## config.mk

```make
export PLATFORM = sky130hd
export DESIGN_NAME = exc_irq_ctrl_flat
export DESIGN_NICKNAME = d
export VERILOG_FILES = /design/src/rtl/exc_irq_ctrl_if.sv /design/src/rtl/exc_irq_ctrl.sv /design/src/flat_wrapper.sv
export SDC_FILE = /design/constraint.sdc
export NUM_CORES = 1
export LEC_CHECK = 0
export BUFFER_PORTS_ARGS = -buffer_cell sky130_fd_sc_hd__buf_2
export CAP_MARGIN = 20
export CORE_ASPECT_RATIO = 0.8
export CORE_MARGIN = 1
export CORE_UTILIZATION = 52
export DETAILED_ROUTE_END_ITERATION = 16
export PLACE_DENSITY = 0.73
export SLEW_MARGIN = 0
export SYNTH_ARGS = -nofsm -noshare
export SYNTH_HDL_FRONTEND = slang
export SYNTH_SLANG_ARGS = --single-unit
```

## constraint.sdc

```tcl
create_clock -name CLOCK_50 -period 1.6 [get_ports CLOCK_50]
set_clock_uncertainty 0.2 [all_clocks]
set_input_delay 0.16 -clock CLOCK_50 [delete_from_list [all_inputs] [get_ports CLOCK_50]]
set_output_delay 0.16 -clock CLOCK_50 [all_outputs]
set_load 0.005 [all_outputs]
```

## src/rtl/exc_irq_ctrl_if.sv

```systemverilog
// Bus between the interrupt controller and the core/device side.
// Signal names follow the existing core's port naming.
interface exc_irq_ctrl_if #(parameter int NCH = 4);
    logic [NCH-1:0]         irq_in;
    logic                   mask_we;
    logic [NCH-1:0]         mask_wdata;
    logic                   ExcAck;
    logic                   ERet;
    logic                   ExtIRQ;
    logic [$clog2(NCH)-1:0] irq_id;
    logic [3:0]             EStatus;
    logic [NCH-1:0]         ExtIAck;
    logic [NCH-1:0]         pending;

    modport master (
        output irq_in, mask_we, mask_wdata, ExcAck, ERet,
        input  ExtIRQ, irq_id, EStatus, ExtIAck, pending
    );
    modport slave (
        input  irq_in, mask_we, mask_wdata, ExcAck, ERet,
        output ExtIRQ, irq_id, EStatus, ExtIAck, pending
    );
endinterface

```

## src/rtl/exc_irq_ctrl.sv

```systemverilog
// External interrupt controller: per-channel sync + pending capture, masked
// fixed-priority selection and a non-nesting IDLE/REQ/SERVE handshake with the core.

module exc_irq_chan #(
    parameter int SYNC      = 2,
    parameter bit EDGE_MODE = 1'b1
) (
    input  logic CLOCK_50,
    input  logic reset,
    input  logic irqRaw,
    input  logic clr,
    output logic pend
);
    logic [SYNC-1:0] syncQ;
    logic            prevQ;
    logic            rise;

    assign rise = syncQ[SYNC-1] & ~prevQ;

    // Edge mode: a rise in the same cycle as clr keeps the bit set.
    always_ff @(posedge CLOCK_50 or negedge reset) begin
        if (!reset) begin
            syncQ <= '0;
            prevQ <= 1'b0;
            pend  <= 1'b0;
        end else begin
            syncQ <= {syncQ[SYNC-2:0], irqRaw};
            prevQ <= syncQ[SYNC-1];
            if (EDGE_MODE) pend <= (pend & ~clr) | rise;
            else           pend <= syncQ[SYNC-1];
        end
    end
endmodule

module exc_irq_ctrl #(
    parameter int             NCH  = 4,
    parameter logic [NCH-1:0] EDGE = {NCH{1'b1}},
    parameter int             SYNC = 2
) (
    input logic           CLOCK_50,
    input logic           reset,
    exc_irq_ctrl_if.slave bus
);
    localparam int IW = $clog2(NCH);

    typedef enum logic [1:0] {IDLE, REQ, SERVE} state_t;

    state_t         state;
    logic [NCH-1:0] mask, pend, elig, sel, clr, ackQ;
    logic [IW-1:0]  id, winner;
    logic [3:0]     eStatusQ;
    logic           extIrqQ, ackNow, selElig;

    for (genvar g = 0; g < NCH; g++) begin : gChan
        exc_irq_chan #(.SYNC(SYNC), .EDGE_MODE(EDGE[g])) uChan (
            .CLOCK_50 (CLOCK_50),
            .reset    (reset),
            .irqRaw   (bus.irq_in[g]),
            .clr      (clr[g]),
            .pend     (pend[g])
        );
    end

    assign elig   = pend & mask;
    assign ackNow = (state == REQ) && bus.ExcAck;

    // Scan high to low so the lowest eligible index wins.
    always_comb begin
        winner = '0;
        for (int i = NCH - 1; i >= 0; i--)
            if (elig[i]) winner = IW'(i);
    end

    always_comb begin
        sel = '0;
        for (int i = 0; i < NCH; i++)
            sel[i] = (id == IW'(i));
    end

    assign clr     = sel & {NCH{ackNow}};
    assign selElig = |(elig & sel);

    always_ff @(posedge CLOCK_50 or negedge reset) begin
        if (!reset) begin
            state    <= IDLE;
            mask     <= '0;
            id       <= '0;
            extIrqQ  <= 1'b0;
            eStatusQ <= 4'h0;
            ackQ     <= '0;
        end else begin
            if (bus.mask_we) mask <= bus.mask_wdata;
            ackQ <= '0;
            case (state)
                IDLE: if (|elig) begin
                    state   <= REQ;
                    id      <= winner;
                    extIrqQ <= 1'b1;
                end
                REQ: if (bus.ExcAck) begin
                    state    <= SERVE;
                    ackQ     <= clr;
                    extIrqQ  <= 1'b0;
                    eStatusQ <= 4'd1 + 4'(id);
                end else if (!selElig) begin
                    // Source withdrew (masked or level dropped) before the core took it.
                    state   <= IDLE;
                    extIrqQ <= 1'b0;
                end
                SERVE: if (bus.ERet) begin
                    state    <= IDLE;
                    eStatusQ <= 4'h0;
                end
                default: state <= IDLE;
            endcase
        end
    end

    assign bus.ExtIRQ  = extIrqQ;
    assign bus.irq_id  = id;
    assign bus.EStatus = eStatusQ;
    assign bus.ExtIAck = ackQ;
    assign bus.pending = pend;
endmodule
```

## src/flat_wrapper.sv

```systemverilog
// flat-port wrapper written by rule: the top's interface ports become plain ports
module exc_irq_ctrl_flat 
#(
    parameter int             NCH  = 4,
    parameter logic [NCH-1:0] EDGE = {NCH{1'b1}},
    parameter int             SYNC = 2
)
  (CLOCK_50, reset, bus_irq_in, bus_mask_we, bus_mask_wdata, bus_ExcAck, bus_ERet, bus_ExtIRQ, bus_irq_id, bus_EStatus, bus_ExtIAck, bus_pending);
  exc_irq_ctrl_if #(.NCH(NCH)) bus_i ();
  input logic CLOCK_50;
  input logic reset;
  input wire logic [$bits(bus_i.irq_in)-1:0] bus_irq_in;
  input wire logic [$bits(bus_i.mask_we)-1:0] bus_mask_we;
  input wire logic [$bits(bus_i.mask_wdata)-1:0] bus_mask_wdata;
  input wire logic [$bits(bus_i.ExcAck)-1:0] bus_ExcAck;
  input wire logic [$bits(bus_i.ERet)-1:0] bus_ERet;
  output wire logic [$bits(bus_i.ExtIRQ)-1:0] bus_ExtIRQ;
  output wire logic [$bits(bus_i.irq_id)-1:0] bus_irq_id;
  output wire logic [$bits(bus_i.EStatus)-1:0] bus_EStatus;
  output wire logic [$bits(bus_i.ExtIAck)-1:0] bus_ExtIAck;
  output wire logic [$bits(bus_i.pending)-1:0] bus_pending;
  assign bus_i.irq_in = bus_irq_in;
  assign bus_i.mask_we = bus_mask_we;
  assign bus_i.mask_wdata = bus_mask_wdata;
  assign bus_i.ExcAck = bus_ExcAck;
  assign bus_i.ERet = bus_ERet;
  assign bus_ExtIRQ = bus_i.ExtIRQ;
  assign bus_irq_id = bus_i.irq_id;
  assign bus_EStatus = bus_i.EStatus;
  assign bus_ExtIAck = bus_i.ExtIAck;
  assign bus_pending = bus_i.pending;
  exc_irq_ctrl #(.NCH(NCH), .EDGE(EDGE), .SYNC(SYNC)) u_core (.CLOCK_50(CLOCK_50), .reset(reset), .bus(bus_i));
endmodule
```

# Word level (Yosys, flattened, before mapping)
# Cells that the tools add are included.
[word_totals] register_bits=33 in_bits=13
[classes] muxes=18 n_reduce_logical=11 n_addsub=1 bitwise_logic=23 eq_ne=9
[ops] cell="two-way mux 2 bit" n=8
[ops] cell="two-way mux 4 bit" n=4
[ops] cell="AND 4 bit" n=3
[ops] cell="AND reduction 3 bit" n=3
[ops] cell="AND 1 bit" n=8
[ops] cell="inverter 1 bit" n=8
[ops] cell="one-hot mux 4 bit (2 select lines)" n=1
[ops] cell="OR reduction 4 bit" n=2
[ops] cell="== test 2 bit (second input constant)" n=3
[ops] cell="one-hot mux 2 bit (3 select lines)" n=1
[ops] cell="== test 2 x 1 -> 1 bit (second input constant)" n=2
[ops] cell="zero test 2 bit" n=2
[ops] cell="!= test 2 bit (second input constant)" n=2
[ops] cell="OR 1 bit" n=4
[ops] cell="nonzero test 2 bit" n=2
[ops] cell="adder 1 x 2 -> 3 bit (first input constant)" n=1
[ops] cell="two-way mux 1 bit" n=3
[ops] cell="!= test 3 bit (second input constant)" n=1
[ops] cell="!= test 2 x 1 -> 1 bit (second input constant)" n=1
[ops] cell="one-hot mux 1 bit (2 select lines)" n=1
[ops] cell="AND reduction 2 bit" n=1
[ops] cell="logical AND 1 bit" n=1

# Logic depth before layout (Yosys ltp)
[depth] ltp_word=6 depth_mapped=6 ltp_nobuf=6

# Cells and area by module
# A second synthesis with hierarchy kept.
[unflattened] hier_cells=103 hier_area_um2=1280.0
[modules_own_cells] module="exc_irq_ctrl" cells_each=75 area_per_inst_um2=799.5 n_inst=1
[modules_own_cells] module="exc_irq_chan" cells_each=7 area_per_inst_um2=120.1 n_inst=4

# Least setup slack after synthesis
# No wires, ideal clock.
[synth_path] path_kind="register to register" start="register u_core.gChan[1].uChan.pend" end="register u_core.id[0], in the netlist u_core.bus.irq_id[0]" synth_period_minus_slack_ns=1.434 n_path_buf=0 path_stages_with_launch=4 path_slack_ns=0.166 t_arrival_ns=1.106 cell_sequence="dfrtp_1 > a22o_1 > o21ai_2 > mux2_1"
[synth_via] elab_chain_cells=3
[synth_rtl] item="from (decl)" line_no="exc_irq_ctrl.sv:12" rtl="output logic pend"
[synth_rtl] item="from (signal assigned)" line_no="exc_irq_ctrl.sv:29" rtl="if (EDGE_MODE) pend <= (pend & ~clr) | rise;"
[synth_rtl] item="from (signal assigned)" line_no="exc_irq_ctrl.sv:30" rtl="else pend <= syncQ[SYNC-1];"
[synth_rtl] item="AND 4 bit *" line_no="exc_irq_ctrl.sv:64" rtl="assign elig = pend & mask;"
[synth_rtl] item="OR reduction 4 bit / two-way mux 2 bit (equally long branches)" line_no="exc_irq_ctrl.sv:95, exc_irq_ctrl.sv:71"
[synth_rtl] item="AND reduction 2 bit (no line) / two-way mux 2 bit (equally long branches)"
[synth_rtl] item="to (signal assigned)" line_no="exc_irq_ctrl.sv:97" rtl="id <= winner;"
[synth_rtl] item="to (decl)" line_no="exc_irq_ctrl.sv:50" rtl="logic [IW-1:0] id, winner;"
# Every way passes the cells marked *; elsewhere a longest branch is shown, timed or not.
# A chain may end at the register's enable or synchronous reset.

# Final worst setup path
[layout_path] start="input port bus_mask_wdata[3]" end="register u_core.mask[3]"
[layout_rtl] item="from (decl)" line_no="flat_wrapper.sv:14" rtl="input wire logic [$bits(bus_i.mask_wdata)-1:0] bus_mask_wdata;"
[layout_rtl] item="to (signal assigned)" line_no="exc_irq_ctrl.sv:92" rtl="if (bus.mask_we) mask <= bus.mask_wdata;"
[layout_rtl] item="to (decl)" line_no="exc_irq_ctrl.sv:49" rtl="logic [NCH-1:0] mask, pend, elig, sel, clr, ackQ;"
# No word-level cell between the ends.

==> flow_metrics.tcl <==
set metrics [dict create \
    status "finished, violations left" \
    violations "design-rule violations" \
    cap_viol_max_count 0 \
    clock-sinks 32 \
    drive_above_1_share_pct 32.7 \
    gp_congestion 0.875 \
    irDropWorstVdd_v 0.000710 \
    fin_nets 166 \
    wire_per_inst_um 13.5 \
    power_mw 2.42 \
    holdWs_ns 0.157 \
    p_leak_nw 0.832 \
    ios 28 \
    gr-total-overflow 0 \
    htreeDepth 2 \
    drcViolationCount 4 \
    grt_pass1_vias 905 \
    slew_headroom_pct 54.7 \
    initial_core_util_pct 56.8 \
    row_count 15 \
    synth_area_sq_mm 0.00126 \
    grt_pass1_wl_um 3890 \
    clk_path_buf_depth 2 \
    track_usage_pct 21.3 \
    postRouteAntennaNets 0 \
    drt_iter0_drc 36 \
    die-area_sq_mm 0.00262 \
    synth_cell_types 27 \
    die_w_um 57.0 \
    synthCells 103 \
    synth.yosys.seq_area_share_pct 63.6 \
    synth_seq_cells 32 \
    slew_violations 0 \
    holdCritPathClass "flop to flop" \
    finalCritPeriodShare_pct 98.9 \
    portBuffers 26 \
    syn_nets 120 \
    antenna_found_initial 0 \
    layout_commonest_cell "dfrtp_1" \
    grt_start_max_net_pins 33 \
    clockRootBuffer "clkbuf_4" \
    core_sq_mm 0.00221 \
    syn2layout_area_growth_pct 28.0 \
    ys_warn_count 0 \
    crit_fanout 1 \
    finalHoldViolations 0 \
    setup_violations 0 \
    insertion_delay_ns 0.32 \
    cp.arrival_ns 1.59 \
    worst_pin_slew_ns 0.680 \
    syn_avg_cell_area_sq_um 12.2 \
    num_antenna_cells 0 \
    crit_path_start_kind "primary input" \
    worstPathRequired_ns 1.61 \
    post-dp-hpwl_um 1660 \
    vias 906 \
    rsz0062_at_grt "no" \
    cellPowerDensity_mw_per_mm2 1500 \
    wl_um 2360 \
    worstSetupPathType "primary input to flop" \
    fp.dieH_um 46.0 \
    fmax_mhz 632 \
    dr.pass1.iters 10 \
    viasPerCell 5.18 \
    clk_pin_slew_ns 0.09 \
    numCtsBuffers 5 \
    final.min_clock_period_ns 1.58 \
    cts_tree "done" \
    setup_tns_ns 0 \
    layout_common_cells "dfrtp_1 (31), buf_2 (26), dlygate4sd3_1 (13)" \
    endpoint_kind "flop" \
]
==> area by class of cell <==
class | instances | area (sq um)
timing repair buffer | 46 | 313
sequential | 32 | 802
multi-input combinational | 52 | 359
fill | 169 | 603
inverter | 12 | 45.0
clock inverter | 2 | 10.0
clock buffer | 6 | 51.3
tap | 25 | 31.3
==> worst paths after layout <==
path	startpoint	slack (ns)	to	cells past startpoint
max	bus_mask_wdata[3]	0.02	u_core.mask[3]$_DFFE_PN0P_	4
min	u_core.gChan[2].uChan.syncQ[0]$_DFF_PN0_	0.16	u_core.gChan[2].uChan.syncQ[1]$_DFF_PN0_	0
max reg2reg	u_core.mask[3]$_DFFE_PN0P_	0.06	u_core.mask[3]$_DFFE_PN0P_	2
min reg2reg	u_core.gChan[2].uChan.syncQ[0]$_DFF_PN0_	0.16	u_core.gChan[2].uChan.syncQ[1]$_DFF_PN0_	0
max in group asynchronous	reset	0.53	u_core.bus.irq_id[0]$_DFFE_PN0P_	2
min in group asynchronous	reset	0.20	u_core.gChan[2].uChan.pend$_DFF_PN0_	2
==> registers in the layout, indices dropped and copies added, names as in the netlist <==
register	cells
u_core.gChan.uChan.pend	4
u_core.bus.irq_id	2
u_core.bus.ExtIAck	4
u_core.gChan.uChan.prevQ	4
u_core.bus.EStatus	3
u_core.mask	4
u_core.bus.ExtIRQ	1
u_core.gChan.uChan.syncQ	8
u_core.state	2
==> worst max-delay path, stage by stage <==
cell and delay [ns]:
dlygate4sd3_1 0.53, buf_2 0.12, mux2_2 0.24, dlygate4sd3_1 0.55
==> where the power goes <==
| group | total (mW) | switching [mW] | internal [mW] |
|---|---|---|---|
| registers | 1.14 | 0.154 | 0.987 |
| clock network | 0.460 | 0.252 | 0.209 |
| logic | 0.823 | 0.417 | 0.406 |
==> cells in the mapped netlist (all sizes together) <==
library cell	number	area share [%]
a211oi	1	0.99
a21oi	6	2.4
a22o	1	0.70
a311oi	2	1.4
a32oi	1	0.70
a41oi	1	0.70
and2	1	0.70
and3	4	2.0
buf	7	4.3
conb	1	0.30
dfrtp	32	64
ha	4	4.0
inv	12	3.6
mux2	5	4.5
nand2	6	1.8
nand2b	2	0.99
nand3	4	1.6
nor2	4	1.2
nor2b	1	0.50
nor3b	1	0.60
o21ai	2	1.1
o22ai	4	2.0
or2	1	0.50
==> per-layer routing <==
layer  global-route usage, %  vias to the layer above  wire length [um]
met2                    37.4                       35              1220
met5                       0                        -                 0
met1                    24.0                      429               967
met4                    12.2                        0                58
li1                        -                      433                 -
met3                    5.97                        9               114
==> what timing repair did <==
item | in CTS | in global routing
hold endpoints to repair | 43 | 3
endpoints found under the setup margin | 0 | 5
setup buffers | 0 | 3
hold buffers | 15 | 1
resized for setup | 0 | 1
==> through the flow <==
stage | std cells | area (sq um) | util, % | setup WS [ns]
floorplan | 103 | 1260 | - | 0.166
global placement | 151 | 1400 | 63.1 | 0.120
detailed placement | 151 | 1400 | 63.1 | 0.0702
CTS | 174 | 1610 | 72.6 | 0.0144
global route | 175 | 1610 | 72.8 | 0.000484
finish | 175 | 1610 | 72.8 | 0.0179
==> cells by family after synthesis <==
group                      share of synthesized area [%]
muxes                                               4.47
DFF                                                 63.6
AOI/OAI and AO/OA                                   9.94
and+or+nand+nor                                     9.84
buffers and inverters                               7.85
adders and majority gates                           3.98
other                                              0.298
Power figures use the tool's default switching activity.
